<file path="config.mk">
export PLATFORM = sky130hd
export DESIGN_NAME = controller_rom
export DESIGN_NICKNAME = d
export VERILOG_FILES = /design/src/rtl/controller_rom.sv
export SDC_FILE = /design/constraint.sdc
export NUM_CORES = 1
export LEC_CHECK = 0
export CORE_MARGIN = 2
export CORE_UTILIZATION = 37
export CTS_BUF_LIST = sky130_fd_sc_hd__clkbuf_16
export CTS_CLUSTER_SIZE = 14
export DETAILED_ROUTE_END_ITERATION = 16
export GPL_TIMING_DRIVEN = 0
export PLACE_DENSITY = 0.64
export SLEW_MARGIN = 0
export SYNTH_ARGS = -nofsm -noshare
export SYNTH_HDL_FRONTEND = slang
export SYNTH_SLANG_ARGS = --single-unit
</file>
<file path="constraint.sdc">
create_clock -name clk -period 2.7 [get_ports clk]
set_clock_uncertainty 0.2 [all_clocks]
set_input_delay 0.27 -clock clk [delete_from_list [all_inputs] [get_ports clk]]
set_output_delay 0.27 -clock clk [all_outputs]
set_load 0.01 [all_outputs]
</file>
<file path="src/rtl/controller_rom.sv">
// Microprogram store for the accumulator CPU controller: fixed 16x40 default table with a clocked patch overlay.
// Optional CONTROLLER_ROM_PARITY_EN adds a read parity output and a sticky patch parity-error flag.
module controller_rom (
    input  logic        clk,
    input  logic        rst,
    input  logic [3:0]  state,
    output logic [39:0] micro_instructions,
    input  logic        patch_we,
    input  logic [3:0]  patch_addr,
    input  logic [39:0] patch_data
`ifdef CONTROLLER_ROM_PARITY_EN
    ,
    input  logic        patch_par_in,
    output logic        micro_parity,
    output logic        patch_parity_err
`endif
);

    logic [15:0]       valid;
    logic [15:0][39:0] patch_mem;
    logic [39:0]       dflt_word;

    function automatic logic [39:0] uword(
        input logic        s1,
        input logic        s0,
        input logic [3:0]  n00,
        input logic [3:0]  n01,
        input logic [3:0]  n10,
        input logic [3:0]  n11,
        input logic [21:0] ctrl
    );
        return {s1, s0, n00, n01, n10, n11, ctrl};
    endfunction

    // Fields: sel1 (wait_/IR15), sel0 (AC15/IR14), next states for {m1,m0}=00,01,10,11, ctrl bus.
    always_comb begin
        dflt_word = 40'h0;
        case (state)
            4'd0:  dflt_word = uword(1'b0, 1'b0, 4'd1,  4'd1,  4'd1,  4'd1,  22'h000003);
            4'd1:  dflt_word = uword(1'b0, 1'b0, 4'd1,  4'd1,  4'd2,  4'd2,  22'h000004);
            4'd2:  dflt_word = uword(1'b0, 1'b0, 4'd3,  4'd3,  4'd3,  4'd3,  22'h000018);
            4'd3:  dflt_word = uword(1'b1, 1'b1, 4'd4,  4'd7,  4'd10, 4'd12, 22'h000020);
            4'd4:  dflt_word = uword(1'b0, 1'b0, 4'd5,  4'd5,  4'd5,  4'd5,  22'h000041);
            4'd5:  dflt_word = uword(1'b0, 1'b0, 4'd5,  4'd5,  4'd6,  4'd6,  22'h000004);
            4'd6:  dflt_word = uword(1'b0, 1'b0, 4'd0,  4'd0,  4'd0,  4'd0,  22'h000080);
            4'd7:  dflt_word = uword(1'b0, 1'b0, 4'd8,  4'd8,  4'd8,  4'd8,  22'h000041);
            4'd8:  dflt_word = uword(1'b0, 1'b0, 4'd8,  4'd8,  4'd9,  4'd9,  22'h000004);
            4'd9:  dflt_word = uword(1'b0, 1'b0, 4'd0,  4'd0,  4'd0,  4'd0,  22'h000300);
            4'd10: dflt_word = uword(1'b0, 1'b0, 4'd11, 4'd11, 4'd11, 4'd11, 22'h000C41);
            4'd11: dflt_word = uword(1'b0, 1'b0, 4'd11, 4'd11, 4'd0,  4'd0,  22'h001000);
            4'd12: dflt_word = uword(1'b0, 1'b0, 4'd0,  4'd13, 4'd0,  4'd13, 22'h002000);
            4'd13: dflt_word = uword(1'b0, 1'b0, 4'd0,  4'd0,  4'd0,  4'd0,  22'h004000);
            default: dflt_word = 40'h0;
        endcase
    end

    assign micro_instructions = valid[state] ? patch_mem[state] : dflt_word;

    always_ff @(posedge clk or posedge rst) begin
        if (rst)
            valid <= '0;
        else if (patch_we)
            valid[patch_addr] <= 1'b1;
    end

    // Storage needs no reset: entries are only visible once their valid bit is set.
    always_ff @(posedge clk) begin
        if (patch_we && !rst)
            patch_mem[patch_addr] <= patch_data;
    end

`ifdef CONTROLLER_ROM_PARITY_EN
    assign micro_parity = ^micro_instructions;

    always_ff @(posedge clk or posedge rst) begin
        if (rst)
            patch_parity_err <= 1'b0;
        else if (patch_we && (^patch_data) && !patch_par_in)
            patch_parity_err <= 1'b1;
    end
`endif

endmodule

</file>
======== Word level (Yosys, flattened, before mapping) ========
Memories as Yosys holds them, arrays and structs flattened.
Index checks and enable logic that the tools add are counted.
operators by class
  $lt $le $gt $ge ......................... 3
  bitwise operators ....................... 1
  reductions and logical operators ........ 3
  mux-type cells .......................... 10
operators with widths
  cell                                                 number
  bitwise mux 640 bit                                  1
  binary-select mux 40 bit (select 4 bit)              1
  demux 40 bit (select 4 bit)                          1
  2-to-1 mux 40 bit                                    3
  bitwise OR 16 bit                                    1
  < comparator 4 x 5 -> 1 bit, second input constant   2
  binary-select mux 1 bit (select 4 bit)               1
  demux 1 bit (select 4 bit)                           1
  >= comparator 4 x 1 -> 1 bit, second input constant  1
  logical AND 1 bit                                    2
  2-to-1 mux 1 bit                                     2
  logical NOT 1 bit                                    1
storage, ports and cells
  logic and storage cells ................. 35
  input port bits ......................... 51
  register bits after elaboration ......... 656
  memory bits (read-only) ................. 528
  memories kept ........................... 1
memory list
  memory            words  width  rd ports  clocked after Yosys merged registers in  write ports  RTL line  text
  (name not given)  16     33     1         0                                        0            38        case (state)

======== Logic depth before layout (Yosys ltp) ========
  depth in word-level cells ............... 5
  mapped depth ............................ 10
  mapped depth without buffers ............ 6

======== Worst setup path after synthesis ========
Ideal clock, no wire load.
  path kind ............................... input-to-reg
  start ................................... input patch_addr[0]
  end ..................................... register patch_mem[320] in the netlist's numbering (enable)
  cell stages on the path ................. 3
  buffers on the path ..................... 1
  setup slack ............................. -1.495 ns
  data arrival time ....................... 3.508 ns
  library setup time ...................... 0.487 ns
  cells stage by stage .................... or2_2 clkbuf_1 nor3_1
RTL lines
  item                           RTL line  text
  start, declared                9         input logic [3:0] patch_addr,
  end signal, assigned by index  69        patch_mem[patch_addr] <= patch_data;
  end, declared                  20        logic [15:0][39:0] patch_mem;

======== Final worst setup path ========
  start ................................... register valid[11]
  end ..................................... output micro_instructions[5]
on the way
  longest elaborated chain between the ends .. 3
ends and longest elaborated chain
  item                                    RTL line  text
  start, declared                         19        logic [15:0] valid;
  start signal, assigned                  61        valid <= '0;
  start signal, assigned by index         63        valid[patch_addr] <= 1'b1;
  binary-select mux 1 bit (select 4 bit)  57        assign micro_instructions = valid[state] ? patch_mem[state] : dflt_word;
  2-to-1 mux 1 bit (implied by the code)  57
  2-to-1 mux 40 bit                       57
  end, declared                           7         output logic [39:0] micro_instructions,
Every way passes these cells. The select of a mux whose other input is x is not followed.

==> flow_metrics.tcl <==
set metrics [dict create \
    drive_above_1_share 0.358 \
    grt_pass1_wl_um 91000 \
    setup.worst_path.start_class "flip-flop" \
    synth-seq-cells 656 \
    ir_worst_vdd_v 0.000401 \
    dp_hpwl_um 41700 \
    worstHoldStart "patch_addr[1]" \
    cts-root-buf "clkbuf_16" \
    worst_skew_pair.late_latency_ps 590 \
    insertedDiodeCount 0 \
    rows 96 \
    ant_nets 0 \
    ys_warn_count 0 \
    leakage_uw 0.0103 \
    fin_total_pwr_uw 22300 \
    rsz0062_at_grt "yes" \
    synth_top_area_share 0.754 \
    clk_pin_slew_worst_paths_ps 60 \
    whs_path_depth 3 \
    yosysMostFrequentCell "edfxtp_1" \
    rr_worst_depth 2 \
    fin_nets 1421 \
    tightest_slew_ps 859 \
    synthArstFlopShare 0.0244 \
    outcome "complete, but fails checks" \
    power_density_nw_per_um2 703 \
    clock_sinks 656 \
    syn_area_um2 25500 \
    viasPerCell 5.59 \
    r2r-end "valid[3]$_DFFE_PP0P_" \
    fp.dieH_um 267 \
    synthFlopType "edfxtp_1" \
    numCtsBuffers 68 \
    cts_buffer_depth 3 \
    grt_max_degree 19 \
    first_global_vias 13100 \
    ys_seq_area_frac 0.769 \
    layout_setup_ws_ps -583 \
    initial_core_util 0.372 \
    holdCritPathClass "in -> reg" \
    wire_per_inst_um 27.9 \
    crit_path_end_kind "output port" \
    cts_tree "yes" \
    r2r_setup_slack_ps 1660 \
    syn_inst 1136 \
    cp.arrival_ps 2810 \
    die_x_um 267 \
    drt-total-wl_um 63900 \
    grt_antenna_before_repair 4 \
    grtUsageTotal 0.180 \
    die_area_um2 71000 \
    period_minus_slack_ps 3280 \
    min_period_over_period 1.22 \
    htreeDepth 3 \
    coreArea_um2 68500 \
    fmax_mhz 305 \
    place_congestion 0.804 \
    maxSlewHeadroom 0.426 \
    setup_viol 40 \
    vias 12800 \
    synth.distinct_cells 32 \
    syn_nets 1194 \
    crit_type "reg -> out" \
    maxCapViolCount 0 \
    synth-edff-count 640 \
    violations "setup timing" \
    grt_overflow 0 \
    cp_max_fo 5 \
    io_pins 91 \
    yosysTopAreaCell "edfxtp_1" \
    hold_viol_final 0 \
    firstDrtPassIters 7 \
    r2r_start "valid[3]$_DFFE_PP0P_" \
    syn2layout_area_growth_pct 24.5 \
    dp_slack_ps -1840 \
    syn_avg_cell_area_um2 22.4 \
    drt-initial-drc-count 1493 \
    synth_commonest_cells "edfxtp_1 (640), mux4_2 (171), a22o_1 (46)" \
    portBuffers 89 \
    synth_area_leaders "edfxtp_1 (75%), mux4_2 (15%), a22o_1 (1.6%)" \
    drc 0 \
    maxSlewViolCount 0 \
    worstHoldEndpoint "valid[0]$_DFFE_PP0P_" \
    required_ps 2230 \
]
area by class of cell:
type | instances | area, um2
fill | 5617 | 36700
sequential | 656 | 19600
multi-input combinational | 408 | 6110
timing repair buffer | 157 | 2280
clock buffer | 73 | 1830
tap | 882 | 1100
buffer | 65 | 562
clock inverter | 42 | 213
inverter | 7 | 30.0
through the flow:
stage                     hold slack (ps)  TNS (ps)  instance area, um2   util  std cells
after global routing                  251    -22360               31700  0.464       2290
after global placement                232  -1387760               27600  0.403       2107
after detailed placement              253   -294240               28600  0.418       2146
after CTS                             216    -22660               31100  0.454       2266
after floorplan                       169   -124730               25600      -       1136
final                                 239    -20350               31700  0.464       2290
layer usage:
layer | vias to the layer above | global-route usage | wire length, um
met1 | 6878 | 0.255 | 26800
li1 | 5256 | - | -
met2 | 559 | 0.278 | 30400
met5 | - | 0 | 55
met4 | 8 | 0.0490 | 1310
met3 | 99 | 0.0464 | 5340
what timing repair did:
item | CTS | global route
gates resized for setup | 290 | 109
hold buffers | 1 | 0
endpoints found under the hold margin | 16 | 0
cloned | 1 | 3
buffers inserted | 3 | 22
pin swaps | 4 | 6
setup endpoints to repair | 128 | 93
critical path, stage by stage, from the launching register on:
cell and delay (ps):
dfrtp_1 400, mux4_2 530, a22oi_2 240, and2_4 230
buf_12 150, buf_12 140, buf_12 120, mux2i_4 240
buf_2 160
placed cells by master, fill, tap and decap left out, drive strengths merged, types with 2 or more instances in the layout:
cell | netlist | routed
dfrtp | 16 | 16
a21oi | 7 | 7
buf | 37 | 138
clkinvlp | 0 | 3
inv | 7 | 18
clkdlybuf4s15 | 0 | 2
mux2i | 26 | 26
clkbuf | 29 | 107
mux2 | 10 | 10
nor2 | 37 | 38
nor3 | 8 | 8
mux4 | 171 | 171
and2 | 2 | 2
edfxtp | 640 | 640
clkdlybuf4s50 | 0 | 47
a22oi | 24 | 24
o21bai | 12 | 12
ha | 7 | 7
a22o | 46 | 46
clkinv | 0 | 27
a21o | 3 | 3
nand2b | 7 | 7
nand2 | 22 | 22
nor2b | 10 | 10
nand3b | 2 | 2
o21ai | 8 | 8
cell families after synthesis:
kind of cell,after synthesis,share of synthesized area
DFF,656,0.769
and+or+nand+nor,92,0.0165
buffers and inverters,73,0.0145
muxes,207,0.166
adders and majority gates,7,0.00343
AOI/OAI and AO/OA,101,0.0306
worst max-delay path by stage:
| stage | slack (ps) | startpoint | endpoint |
|---|---|---|---|
| 2_1_floorplan | -250 | rst | patch_mem[0]$_DFFE_PP_ |
| 3_3_place_gp | -2750 | patch_addr[3] | patch_mem[211]$_DFFE_PP_ |
| 3_5_place_dp | -1840 | state[1] | micro_instructions[22] |
| 4_1_cts | -730 | valid[11]$_DFFE_PP0P_ | micro_instructions[6] |
| 5_1_grt | -640 | valid[3]$_DFFE_PP0P_ | micro_instructions[5] |
| 6_report | -580 | valid[11]$_DFFE_PP0P_ | micro_instructions[5] |
state kept, by name (all words and copies together), names as in the netlist:
register   flops
valid         16
patch_mem    640
power by group:
| group | internal [uW] | switching (uW) |
|---|---|---|
| logic | 1160 | 1130 |
| clock network | 4940 | 3710 |
| registers | 11300 | 52.8 |
Power figures use the tool's default switching activity.
